$ cat src/rtl/sb_bus_arbiter.sv
// Fixed-priority arbiter for the shared system bus (master 31 highest).
// Tracks the granted transaction, flags snoopable bursts and runs a bus watchdog.
module sb_bus_arbiter #(
    parameter int GRANT_TIMEOUT = 16,
    parameter int BUS_TIMEOUT   = 256
) (
    input  logic        clock,
    input  logic        reset,
    input  logic [31:0] busRequests,
    output logic [31:0] busGrants,
    output logic        busErrorOut,
    output logic        endTransactionOut,
    output logic        busIdle,
    output logic        snoopableBurst,
    input  logic        beginTransactionIn,
    input  logic        endTransactionIn,
    input  logic        dataValidIn,
    input  logic [1:0]  addressDataIn,
    input  logic [7:0]  burstSizeIn
);

    localparam int GW = (GRANT_TIMEOUT > 1) ? $clog2(GRANT_TIMEOUT) : 1;
    localparam int BW = (BUS_TIMEOUT > 1) ? $clog2(BUS_TIMEOUT) : 1;
    localparam logic [GW-1:0] GRANT_LAST = GW'(GRANT_TIMEOUT - 1);
    localparam logic [BW-1:0] BUS_LAST   = BW'(BUS_TIMEOUT - 1);

    typedef enum logic [1:0] {
        ST_IDLE,
        ST_GRANTED,
        ST_BUSY
    } state_t;

    state_t          r_state;
    logic [31:0]     r_grants;
    logic [GW-1:0]   r_grantCount;
    logic [BW-1:0]   r_watchdog;
    logic            r_snoop;
    logic            r_error;

    state_t          w_nextState;
    logic [31:0]     w_nextGrants;
    logic [GW-1:0]   w_nextGrantCount;
    logic [BW-1:0]   w_nextWatchdog;
    logic            w_nextSnoop;
    logic            w_nextError;
    logic [31:0]     w_pick;

    // Later (higher) indices overwrite earlier ones, so the highest requester wins.
    always_comb begin
        w_pick = '0;
        for (int i = 0; i < 32; i++) begin
            if (busRequests[i]) begin
                w_pick    = '0;
                w_pick[i] = 1'b1;
            end
        end
    end

    always_ff @(posedge clock or posedge reset) begin
        if (reset) begin
            r_state      <= ST_IDLE;
            r_grants     <= '0;
            r_grantCount <= '0;
            r_watchdog   <= '0;
            r_snoop      <= 1'b0;
            r_error      <= 1'b0;
        end else begin
            r_state      <= w_nextState;
            r_grants     <= w_nextGrants;
            r_grantCount <= w_nextGrantCount;
            r_watchdog   <= w_nextWatchdog;
            r_snoop      <= w_nextSnoop;
            r_error      <= w_nextError;
        end
    end

    always_comb begin
        w_nextState      = r_state;
        w_nextGrants     = r_grants;
        w_nextGrantCount = r_grantCount;
        w_nextWatchdog   = r_watchdog;
        w_nextSnoop      = r_snoop;
        w_nextError      = 1'b0;
        unique case (r_state)
            ST_IDLE: begin
                w_nextGrants     = '0;
                w_nextGrantCount = '0;
                w_nextWatchdog   = '0;
                if (|busRequests) begin
                    w_nextGrants = w_pick;
                    w_nextState  = ST_GRANTED;
                end
            end
            ST_GRANTED: begin
                if (beginTransactionIn) begin
                    w_nextGrants   = '0;
                    w_nextWatchdog = '0;
                    w_nextSnoop    = (addressDataIn == 2'b00) && (burstSizeIn != 8'd0);
                    w_nextState    = ST_BUSY;
                end else if (r_grantCount == GRANT_LAST) begin
                    // Master never started: withdraw silently, no bus error.
                    w_nextGrants = '0;
                    w_nextState  = ST_IDLE;
                end else begin
                    w_nextGrantCount = r_grantCount + 1'b1;
                end
            end
            ST_BUSY: begin
                w_nextGrants = '0;
                // A real end beats a coinciding watchdog expiry.
                if (endTransactionIn) begin
                    w_nextSnoop = 1'b0;
                    w_nextState = ST_IDLE;
                end else if (dataValidIn || beginTransactionIn) begin
                    w_nextWatchdog = '0;
                end else if (r_watchdog == BUS_LAST) begin
                    w_nextError = 1'b1;
                    w_nextSnoop = 1'b0;
                    w_nextState = ST_IDLE;
                end else begin
                    w_nextWatchdog = r_watchdog + 1'b1;
                end
            end
            default: begin
                w_nextState = ST_IDLE;
            end
        endcase
    end

    assign busGrants         = r_grants;
    assign busErrorOut       = r_error;
    assign endTransactionOut = r_error;
    assign busIdle           = (r_state == ST_IDLE);
    assign snoopableBurst    = r_snoop;

endmodule

$ cat config.mk
export PLATFORM = sky130hd
export DESIGN_NAME = sb_bus_arbiter
export DESIGN_NICKNAME = d
export VERILOG_FILES = /design/src/rtl/sb_bus_arbiter.sv
export SDC_FILE = /design/constraint.sdc
export NUM_CORES = 1
export LEC_CHECK = 0
export ABC_CLOCK_PERIOD_IN_PS = 3900
export BUFFER_PORTS_ARGS = -buffer_cell sky130_fd_sc_hd__buf_2
export CORE_ASPECT_RATIO = 1.1
export CORE_UTILIZATION = 54
export DETAILED_ROUTE_END_ITERATION = 10
export PLACE_DENSITY = 0.93
export SYNTH_ARGS = -nofsm -noshare
export SYNTH_HDL_FRONTEND = slang
export SYNTH_SLANG_ARGS = --single-unit
$ cat constraint.sdc
create_clock -name clock -period 3.9 [get_ports clock]
set_clock_uncertainty 0.15 [all_clocks]
set_input_delay 0.39 -clock clock [delete_from_list [all_inputs] [get_ports clock]]
set_output_delay 0.39 -clock clock [all_outputs]
set_load 0.01 [all_outputs]
==> results of run 1 <==
==> registers in the layout (all words and copies together) (netlist names) <==
signal,flops
busGrants,32
r_watchdog,8
r_grantCount,4
r_state,2
busErrorOut,1
snoopableBurst,1
==> power by group <==
part / total [mW] / switching (mW) / internal, mW / leakage [nW]
Clock: 0.303 / 0.162 / 0.142 / 0.0510
Combinational: 0.409 / 0.269 / 0.140 / 0.803
Sequential: 0.573 / 0.0333 / 0.539 / 0.662
==> critical path, cell delays in order (launching register included) <==
cell and delay [ps]:
sky130_fd_sc_hd__dfrtp_1 380, sky130_fd_sc_hd__inv_1 90, sky130_fd_sc_hd__ha_1 240, sky130_fd_sc_hd__nor2b_1 210
sky130_fd_sc_hd__a21oi_1 790, sky130_fd_sc_hd__nand2_1 290, sky130_fd_sc_hd__nor3_1 450, sky130_fd_sc_hd__a32o_1 230
==> area by class of cell <==
| cell class | count | area [um2] |
|---|---|---|
| Sequential cell | 48 | 1200 |
| Clock inverter | 2 | 10.0 |
| Inverter | 9 | 33.8 |
| Multi-Input combinational cell | 184 | 1140 |
| Clock buffer | 6 | 82.6 |
| Fill cell | 335 | 1320 |
| Tap cell | 54 | 67.6 |
| Timing Repair Buffer | 84 | 425 |
==> logic make-up after synthesis <==
family	after synthesis
AND/OR/NAND/NOR	120
AO/OA/AOI/OAI	55
flip-flops	48
buffers and inverters	15
adder cells (fa/ha/maj)	6
multiplexers	2
XOR/XNOR	1
==> metrics by stage <==
step                      hold WS (ps)  area, um2  setup slack (ps)  cells  utilization, %
after global placement             306       2870              1280    379            67.0
after CTS                          143       2960              1070    387            69.2
after floorplan                    292       2410              1430    247               -
final                              146       2960              1020    387            69.2
after global routing               141       2960               715    387            69.2
after detailed placement           309       2870              1100    379            67.0
==> cells in the final DEF, fill, tap and decap left out, drive strengths merged, types with 6 or more instances in the layout <==
master	instances
inv	9
ha	6
nor2	19
nand3	14
o21ai	20
nand2	38
a22o	8
buf	84
dfrtp	48
clkbuf	6
nor3	10
a32o	8
a21oi	7
==> how the worst max path moves through the flow <==
stage,slack (ps),cells past startpoint,from,end
2_1_floorplan,1430,7,r_state[0],busGrants[0]
4_1_cts,1070,7,r_state[1],busGrants[10]
5_1_grt,710,7,r_state[1],busGrants[21]
3_3_place_gp,1280,7,r_state[1],busGrants[21]
3_5_place_dp,1100,7,r_state[1],busGrants[20]
6_report,1020,7,r_state[1],busGrants[20]
==> metal layers <==
metal | GRT usage (%) | vias up
met5 | 0 | -
met2 | 45.5 | 92
met1 | 32.6 | 1082
met3 | 4.72 | 15
li1 | - | 1085
met4 | 10.4 | 0
==> results by group, run 1 <==
Clock tree
  • Buffer cell driving the clock tree root: sky130_fd_sc_hd__clkbuf_8
  • H-tree depth reported by CTS: 2
  • Maximum clock path buffer count: 2
  • Clock transition at the register clock pins on the worst setup and hold paths after CTS: 90 ps
  • Number of buffers inserted during clock tree synthesis: 5
  • Post-CTS repair timing setup buffer count: 0
  • Total of hold buffers inserted after clock tree synthesis: 0
  • Clock latency of the later-clocked register in the worst-skew pair: 300 ps
  • Clock Sinks: 48
  • Count of instances resized after the clock tree is built: 0
  • TritonCTS clock tree: done

Global routing
  • Wire length of the first global-routing pass: 9.52 mm
  • Remaining Overflow, GRT: 0
  • Total track usage: 26.4%
  • Pin count of the biggest net entering global routing: 49
  • Antenna violations before repair: 0
  • Vias in the first global route: 2,115

Logic synthesis
  • Dominant combinational cell family by area after synthesis: simple AND/OR/NAND/NOR gates
  • Top_reg_cell synth: sky130_fd_sc_hd__dfrtp_1
  • Top cells by instance count after synthesis: sky130_fd_sc_hd__dfrtp_1, sky130_fd_sc_hd__nand2_1, sky130_fd_sc_hd__nor2_1, sky130_fd_sc_hd__o21ai_0, sky130_fd_sc_hd__nand3_1
  • Library cells used by synthesis: 49
  • Fraction of post-synthesis cell area in the top cell type by area: 49.8%
  • Mux share of post-synthesis cell area: 0.881%
  • Register bit count reported by yosys: 48
  • Netlist Area Pre-Place: 0.00241 mm2
  • Average cell area after synthesis: 9.77 um2
  • Synthesized-area fraction occupied by xor and xnor cells: 0.363%
  • Share of async-settable or async-resettable flops after synthesis: 100%
  • Count of synthesis-stage warnings from yosys: 0
  • Net count after synthesis: 300
  • Largest area contributor in the synthesized netlist: sky130_fd_sc_hd__dfrtp_1
  • Top cells by area in the synthesized netlist: sky130_fd_sc_hd__dfrtp_1, sky130_fd_sc_hd__nand2_1, sky130_fd_sc_hd__o21ai_0
  • Synthesized netlist cell count: 247
  • Number of enable-type register cells in the synthesized netlist: 0
  • Post-synthesis adder-cell area fraction: 3.11%
  • Synth Area in Compound Gates: 15.7%
  • Share of the yosys chip area belonging to registers: 49.8%
  • Simple logic cell fraction of the synthesized area: 27.3%
  • Most used standard cell by instance count after synthesis: sky130_fd_sc_hd__dfrtp_1

Status
  • Run status: finished, final reports clean

Floorplanning
  • Core area: 0.00429 mm2
  • DIE HEIGHT: 72.1 um
  • Width of the die: 65.7 um
  • Effective utilization at floorplan: 56.3%
  • I/O pin cnt: 83
  • Die Area: 0.00474 mm2
  • Number of placement rows: 25

Placed design
  • Final weighted congestion in routability-driven placement: 0.831
  • Post-DP HPWL: 4.62 mm
  • IO buf count: 82

Routing
  • Vias per cell: 5.88
  • DR DRC count: 0
  • Metal3 WL: 366 um
  • Detail Route met2 WL: 3.04 mm
  • Metal1 wirelength: 2.43 mm
  • Vias: 2,274
  • Initial detailed-routing violation count: 156
  • Routed wire length: 5.96 mm
  • First-pass iteration count of the detailed router: 5
  • Number of routed nets with antenna violations: 0
  • Topmost layer with routed signal wires: met4
  • Routed len/inst: 15.4 um

Worst setup path
  • RR Endpoint: busGrants[20]
  • Worst Path Arrival: 2960 ps
  • Capturing element type of the critical path: register
  • Peak fanout along the critical path: 15
  • Element type at the critical path start: register
  • Critical setup path kind: register to register
  • Required time at the endpoint of the critical path: 3990 ps
  • Worst-case reg-to-reg path depth: 7
  • Setup slack on the worst flop-to-flop path: 1020 ps
  • Crit Reg-Reg Startpoint: r_state[1]

Min path
  • Worst hold-check path type: primary input to async pin

Timing
  • Final sum of negative setup slack: 0 ps
  • Maximum operating frequency: 348 MHz
  • Time the final worst path needs with I/O delays and setup: 2880 ps
  • Slew of the pin with the lowest slew margin: 1010 ps
  • Number of setup violations in the final report: 0
  • Period utilization: 73.7%
  • Unrepaired setup endpoints after global routing: false
  • Fin. max-slew vios: 0
  • Number of hold-slack violations in the final timing report: 0
  • Worst-case headroom to the max-slew limit: 32.9%

Pwr
  • Leakage power total: 1.52 nW
  • Maximum ir drop on the vdd rail: 0.000369 V
  • Post-layout total power: 1.29 mW
  • Total power divided by cell area: 434 mW/mm2

Final layout
  • Number of nets in the final layout: 385
  • Area overhead of the layout relative to synthesis: 22.8%
  • Fraction of layout cells with a size suffix above 1: 30.9%
  • Number of antenna repair diodes: 0

Run
  • Max_cap viols: 0
Power figures use the tool's default switching activity.
==> run 2, diff against run 1 <==
- ABC_CLOCK_PERIOD_IN_PS: 3900 -> 2400
- CORE_UTILIZATION: 54 -> 45
- PLACE_DENSITY: 0.93 -> 0.84
- clock period: 3.9 -> 2.4 ns (I/O delays scaled with it)
==> run 2 against run 1 <==
  * Critical path type unchanged
  * Register-to-register slack lost 900 ps
  * Total power increased by 84%
  * Core utilization shrank 6.6 points
==> results by group, run 2 (synthesis gave the netlist of run 1 again) <==
Status
  • Run status: finished, final reports clean

Floorplanning
  • Number of placement rows: 27 (+8.0%)
  • Core area: 0.00507 mm2 (+18%)
  • Die Area: 0.00566 mm2 (+19%)
  • Width of the die: 71.8 um (+9.2%)
  • Effective utilization at floorplan: 47.6% (-8.7 points)
  • DIE HEIGHT: 78.8 um (+9.3%)
  • I/O pin cnt: 83 (unchanged)

Routing
  • Routed len/inst: 14.9 um (-3.4%)
  • Vias per cell: 5.67 (-3.5%)
  • Initial detailed-routing violation count: 126 (-19%)
  • Vias: 2,320 (+2.0%)
  • Routed wire length: 6.08 mm (+2.0%)
  • Number of routed nets with antenna violations: 0 (unchanged)
  • DR DRC count: 0 (unchanged)
  • First-pass iteration count of the detailed router: 4 (-1)

Worst setup path
  • Element type at the critical path start: register
  • Worst Path Arrival: 2360 ps (-600 ps)
  • Peak fanout along the critical path: 2 (-13)
  • Required time at the endpoint of the critical path: 2480 ps (-1510 ps)
  • Maximum cell stage delay along the critical path: 500 ps (-290 ps)
  • Capturing element type of the critical path: register
  • Critical-path cell list: inv_2, ha_4, nor3_4, nand3_2, or4_4, or4_4, o21ai_2
  • Setup slack on the worst flop-to-flop path: 120 ps (-900 ps)
  • Master of the slowest instance on the critical path: sky130_fd_sc_hd__or4_4
  • Critical setup path kind: register to register
  • Most numerous cell on the critical path: sky130_fd_sc_hd__or4_4

Pwr
  • Portion of total power attributed to sequential cells: 39.2% (-5.3 points)
  • Post-layout total power: 2.36 mW (+84%)
  • Total power divided by cell area: 746 mW/mm2 (+72%)
  • Logic gate share of total power: 36.1% (+4.3 points)
  • Leakage power total: 1.61 nW (+6.3%)
  • Sw power: 813 uW (+75%)
  • Maximum ir drop on the vdd rail: 0.000412 V (+12%)
  • Internal: 1.55 mW (+89%)
  • Clock Power Share: 24.7% (+1.1 points)
  • Fraction of power spent switching nets: 34.4% (-1.7 points)

Clock tree
  • Clock latency of the later-clocked register in the worst-skew pair: 310 ps (about the same)
  • Clock Sinks: 48 (unchanged)
  • Maximum clock path buffer count: 2 (unchanged)
  • TritonCTS clock tree: done
  • Buffer cell driving the clock tree root: sky130_fd_sc_hd__clkbuf_8
  • Clock transition at the register clock pins on the worst setup and hold paths after CTS: 90 ps (about the same)
  • Number of buffers inserted during clock tree synthesis: 5 (unchanged)
  • H-tree depth reported by CTS: 2 (unchanged)

Final layout
  • Area overhead of the layout relative to synthesis: 31.3%
  • Number of antenna repair diodes: 0 (unchanged)
  • Leading cell type in the layout, fill and taps excluded: sky130_fd_sc_hd__buf_2
  • Number of flip-flops in the largest register: 32 (unchanged)
  • Fraction of layout cells with a size suffix above 1: 36.2% (+5.3 points)
  • FF/Latch Area: 0.00120 mm2 (unchanged)
  • Final core utilization: 62.5% (-6.6 points)
  • Number of nets in the final layout: 403 (+4.7%)
  • Footprint of the multi-input gates: 0.00119 mm2 (+3.9%)
  • Fillcell total: 432 (+29%)
  • Leading cell types in the layout, fill and taps excluded: sky130_fd_sc_hd__buf_2, sky130_fd_sc_hd__dfrtp_1, sky130_fd_sc_hd__nand2_1, sky130_fd_sc_hd__nor2_1

Placed design
  • Post-DP HPWL: 4.62 mm (about the same)
  • Final weighted congestion in routability-driven placement: 0.866 (+4.2%)
  • IO buf count: 82 (unchanged)

Global routing
  • Remaining Overflow, GRT: 0 (unchanged)
  • Pin count of the biggest net entering global routing: 19 (-61%)
  • Vias in the first global route: 2,212 (+4.6%)
  • Total track usage: 22.5% (-3.9 points)
  • Wire length of the first global-routing pass: 10.1 mm (+5.9%)
  • Antenna violations before repair: 0 (unchanged)

Timing
  • Time the final worst path needs with I/O delays and setup: 2280 ps (-598 ps)
  • Unrepaired setup endpoints after global routing: false
  • Fin. max-slew vios: 0 (unchanged)
  • Number of setup violations in the final report: 0 (unchanged)
  • Period utilization: 94.9% (+21 points)
  • Number of hold-slack violations in the final timing report: 0 (unchanged)
  • Maximum operating frequency: 439 MHz (+26%)
  • Slew of the pin with the lowest slew margin: 436 ps (-570 ps)
  • Worst-case headroom to the max-slew limit: 70.5% (+38 points)

Run
  • Max_cap viols: 0 (unchanged)

Min path
  • Worst hold-check path type: primary input to register
## run 2: cell types whose count changed in the layout (fill, tap and decap cells not counted), sizes merged
cell | previous run | this run
bufinv | 0 | 1
buf | 84 | 100
dlygate4sd3 | 0 | 2
clkinv | 2 | 1
## run 2: power by group through the flow
stage          Combinational [mW]  Clock [mW]  Sequential [mW]
2_1_floorplan               0.445           0            0.946
3_3_place_gp                0.723           0            0.936
3_5_place_dp                0.742           0            0.939
4_1_cts                     0.800       0.594            0.924
5_1_grt                     0.929       0.626            0.936
6_report                    0.852       0.584            0.926
## run 2: metrics by stage
step | setup TNS (ps) | hold slack [ps] | std cells | cell area, um2 | worst slack, ps
3_5_place_dp | -32.6 | 72.2 | 394 | 2960 | -30.2
4_1_cts | 0 | 24.8 | 407 | 3140 | 26.0
3_3_place_gp | 0 | 63.2 | 394 | 2960 | 83.3
6_report | 0 | 31.2 | 409 | 3170 | 123
5_1_grt | 0 | 36.0 | 409 | 3170 | 18.9
2_1_floorplan | 0 | 187 | 247 | 2420 | 29.8
## run 2: worst paths after layout
| kind | start | end | cells past startpoint |
|---|---|---|---|
| min | busRequests[8] | busGrants[8] | 3 |
| min in group asynchronous | reset | busGrants[26] | 3 |
| max in group asynchronous | reset | busGrants[16] | 4 |
| max | r_state[1] | busGrants[1] | 7 |
| min reg2reg | busGrants[15] | busGrants[15] | 2 |
| max reg2reg | r_state[1] | busGrants[1] | 7 |
## run 2: per-layer routing
| layer | up-vias | track usage, % | share of wire, % |
|---|---|---|---|
| met3 | 11 | 4.06 | 5.0 |
| met2 | 81 | 37.9 | 50 |
| met1 | 1107 | 28.2 | 43 |
| met4 | 0 | 9.61 | 1.7 |
| li1 | 1121 | - | - |
| met5 | - | 0 | 0 |
## run 2: layout make-up
class,instances,area share [%]
multi-input combinational,184,37.5
sequential,48,37.9
clock buffer,6,2.29
timing repair buffer,102,17.8
clock inverter,2,1.11
inverter,9,1.07
tap,58,2.29
## run 2: critical path: cells and delay by family, from the launching register on
kind,cells,cell delay (ps)
and+or+nand+nor,4,1210
DFF,1,410
AOI/OAI and AO/OA,1,140
adders and majority gates,1,210
buffers and inverters,1,90
## run 2: repair_timing
item                                    CTS  global route
hold buffers                              2             0
pin swaps                                 1             2
resized for setup                         5             4
hold endpoints to repair                 14             0
buffers inserted                          3             2
endpoints found under the setup margin    2             9
==> run 3, diff against run 2 <==
- ABC_AREA: default -> 1
- CAP_MARGIN: default -> 10
- CORE_UTILIZATION: 45 -> 47
- PLACE_DENSITY: 0.84 -> 0.85
==> run 3 against run 2 <==
  * Global-route usage increased by 1.5 points
  * Highest routed layer unchanged
  * Cell count is 29% higher
  * Combinational power grew 0.9%
  * Sequential share of layout area is 1.8 points lower
  * Largest cell class is now multi-input combinational cells
  * Critical endpoint is now busGrants[2]
==> results by group, run 3 <==
Status
  • Run status: finished, final reports clean

Global routing
  • Wire length of the first global-routing pass: 11.3 mm (+12%)
  • Total track usage: 24.0% (+1.5 points)
  • Global routing met3 resource utilization: 3.56% (-0.50 points)
  • Met2 track demand over resource: 39.0% (+1.1 points)
  • Most used routing layer in global routing: met2
  • Antenna violations before repair: 0 (unchanged)
  • Vias in the first global route: 2,611 (+18%)
  • Remaining Overflow, GRT: 0 (unchanged)
  • Pin count of the biggest net entering global routing: 27 (+8)
  • Global routing met1 resource utilization: 32.0% (+3.7 points)

Worst setup path
  • Worst Path Arrival: 2110 ps (-250 ps)
  • Peak fanout along the critical path: 10 (+8)
  • Setup slack on the worst flop-to-flop path: 330 ps (+210 ps)
  • Worst-case reg-to-reg path depth: 11 (+4)
  • Critical setup path kind: register to register
  • Required time at the endpoint of the critical path: 2440 ps (-40 ps)
  • Capturing element type of the critical path: register
  • Element type at the critical path start: register

Final layout
  • Leading cell type in the layout, fill and taps excluded: sky130_fd_sc_hd__nand2_1
  • Number of flip-flops in the largest register: 32 (unchanged)
  • Leading cell types in the layout, fill and taps excluded: sky130_fd_sc_hd__nand2_1, sky130_fd_sc_hd__buf_2, sky130_fd_sc_hd__nor2_1, sky130_fd_sc_hd__dfrtp_1, sky130_fd_sc_hd__inv_1
  • Area overhead of the layout relative to synthesis: 21.7%
  • Number of nets in the final layout: 507 (+26%)
  • Final core utilization: 60.5% (-2.1 points)
  • Fraction of layout cells with a size suffix above 1: 23.8% (-12 points)
  • Number of antenna repair diodes: 0 (unchanged)

Timing
  • Time the final worst path needs with I/O delays and setup: 2070 ps (-205 ps)
  • Slew of the pin with the lowest slew margin: 539 ps (+103 ps)
  • Worst-case headroom to the max-slew limit: 64.0% (-6.5 points)
  • Period utilization: 86.3% (-8.5 points)
  • Maximum operating frequency: 483 MHz (+9.9%)
  • Number of hold-slack violations in the final timing report: 0 (unchanged)
  • Unrepaired setup endpoints after global routing: false
  • Final sum of negative setup slack: 0 ps (unchanged)
  • Number of setup violations in the final report: 0 (unchanged)
  • Fin. max-slew vios: 0 (unchanged)

Logic synthesis
  • Average cell area after synthesis: 7.43 um2 (-24%)
  • Fraction of post-synthesis cell area in the top cell type by area: 44.0% (-5.8 points)
  • Netlist Area Pre-Place: 0.00273 mm2 (+13%)
  • Library cells used by synthesis: 30 (-39%)
  • Most used standard cell by instance count after synthesis: sky130_fd_sc_hd__nand2_1
  • Top_reg_cell synth: sky130_fd_sc_hd__dfrtp_1
  • Net count after synthesis: 421 (+40%)
  • Share of the yosys chip area belonging to registers: 44.0% (-5.8 points)
  • Top cells by instance count after synthesis: sky130_fd_sc_hd__nand2_1, sky130_fd_sc_hd__nor2_1, sky130_fd_sc_hd__dfrtp_1, sky130_fd_sc_hd__inv_1, sky130_fd_sc_hd__nand3_1
  • Count of synthesis-stage warnings from yosys: 0 (unchanged)
  • Number of enable-type register cells in the synthesized netlist: 0 (unchanged)
  • Register bit count reported by yosys: 48 (unchanged)
  • Largest area contributor in the synthesized netlist: sky130_fd_sc_hd__dfrtp_1
  • Share of async-settable or async-resettable flops after synthesis: 100% (unchanged)
  • Top cells by area in the synthesized netlist: sky130_fd_sc_hd__dfrtp_1, sky130_fd_sc_hd__nand2_1, sky130_fd_sc_hd__nor2_1
  • Synthesized netlist cell count: 368 (+49%)

Min path
  • Number of cells on the worst hold path: 3 (unchanged)
  • Worst hold-check path type: primary input to register

Routing
  • Vias per cell: 5.19 (-8.5%)
  • Number of routed nets with antenna violations: 0 (unchanged)
  • Routed len/inst: 13.0 um (-12%)
  • Vias: 2,747 (+18%)
  • Initial detailed-routing violation count: 213 (+69%)
  • Routed wire length: 6.89 mm (+13%)
  • DR DRC count: 0 (unchanged)
  • First-pass iteration count of the detailed router: 4 (unchanged)

Pwr
  • Maximum ir drop on the vdd rail: 0.000703 V (+71%)
  • Total power divided by cell area: 679 mW/mm2 (-8.9%)
  • Leakage power total: 1.72 nW (+6.7%)
  • Post-layout total power: 2.26 mW (-4.4%)

Placed design
  • Final weighted congestion in routability-driven placement: 0.875 (+1.1%)
  • Post-DP HPWL: 5.48 mm (+19%)
  • IO buf count: 82 (unchanged)

Clock tree
  • TritonCTS clock tree: done
  • Clock transition at the register clock pins on the worst setup and hold paths after CTS: 80 ps (about the same)
  • H-tree depth reported by CTS: 2 (unchanged)
  • Clock Sinks: 48 (unchanged)
  • Number of buffers inserted during clock tree synthesis: 5 (unchanged)
  • Maximum clock path buffer count: 2 (unchanged)
  • Clock latency of the later-clocked register in the worst-skew pair: 300 ps (about the same)
  • Buffer cell driving the clock tree root: sky130_fd_sc_hd__clkbuf_8

Floorplanning
  • Core area: 0.00550 mm2 (+8.5%)
  • Width of the die: 74.7 um (+4.0%)
  • Effective utilization at floorplan: 49.7% (+2.1 points)
  • Number of placement rows: 28 (+3.7%)
  • Die Area: 0.00612 mm2 (+8.2%)
  • I/O pin cnt: 83 (unchanged)
  • DIE HEIGHT: 82.0 um (+4.0%)

Run
  • Max_cap viols: 0 (unchanged)
-- run 3: changes by cell type after synthesis, sizes merged, moves of 5 or more --
| cell | previous run | this run |
|---|---|---|
| nand2 | 38 | 109 |
| nor2 | 19 | 53 |
| inv | 9 | 37 |
| nand3 | 14 | 31 |
| nand4 | 5 | 16 |
| a22o | 8 | 0 |
| a32o | 8 | 0 |
| or4 | 5 | 0 |
-- run 3: metrics by stage --
step / instances / hold WS [ps] / worst slack (ps) / area, um2
after detailed placement: 520 / 163 / 362 / 3230
final: 529 / 39.4 / 328 / 3330
after floorplan: 368 / 160 / 725 / 2730
after global placement: 520 / 159 / 469 / 3230
after global routing: 529 / 46.9 / 160 / 3330
after CTS: 529 / 40.1 / 336 / 3330
-- run 3: metal layers --
layer,part of all wire [%],wire [um],vias up
met5,0,0,-
met4,1.9,134,0
met3,6.1,419,13
met2,48,3300,94
met1,44,3040,1266
li1,-,-,1374
-- run 3: final timing paths --
path / startpoint / end
worst max-delay path: r_state[1] / busGrants[2]
worst min-delay path: busRequests[20] / busGrants[20]
worst max register to register: r_state[1] / busGrants[2]
worst min register to register: busGrants[20] / busGrants[20]
max in group asynchronous: reset / busGrants[4]
min in group asynchronous: reset / busGrants[17]
-- run 3: worst max-delay path, stage by stage, from the launching register on --
cell and delay [ps]:
sky130_fd_sc_hd__dfrtp_1 410, sky130_fd_sc_hd__inv_1 100, sky130_fd_sc_hd__ha_1 210, sky130_fd_sc_hd__inv_2 70
sky130_fd_sc_hd__nor2_2 140, sky130_fd_sc_hd__nand2_2 120, sky130_fd_sc_hd__nand2_2 200, sky130_fd_sc_hd__inv_1 160
sky130_fd_sc_hd__nand2_1 150, sky130_fd_sc_hd__inv_1 110, sky130_fd_sc_hd__nand4_1 90, sky130_fd_sc_hd__nand2_1 60
-- run 3: kinds of logic after synthesis --
family | Yosys count | share of synthesized area, %
fa+ha+maj | 6 | 2.75
xor+xnor | 1 | 0.321
compound gates | 38 | 8.24
simple gates | 228 | 37.5
buf+inv | 47 | 7.23
flops | 48 | 44.0
-- run 3: layout make-up --
type | count | area, um2
clock buffers | 6 | 72.6
clock inverters | 1 | 5.00
fillers | 508 | 2170
inverters | 37 | 139
multi-input cells | 273 | 1330
flip-flops and latches | 48 | 1200
well taps | 75 | 93.8
repair buffers | 89 | 480
-- run 3: power breakdown --
group | leakage [nW] | switching [mW] | internal, mW | total, mW
Clock | 0.0410 | 0.259 | 0.199 | 0.458
Combinational | 1.02 | 0.592 | 0.268 | 0.860
Sequential | 0.662 | 0.0605 | 0.879 | 0.940
Total | 1.72 | 0.912 | 1.35 | 2.26
-- run 3: repair_timing --
action,CTS,global route
hold buffers,2,0
endpoints found under the hold margin,25,0
buffers inserted,0,0
endpoints found under the setup margin,0,0
gates resized for setup,0,0
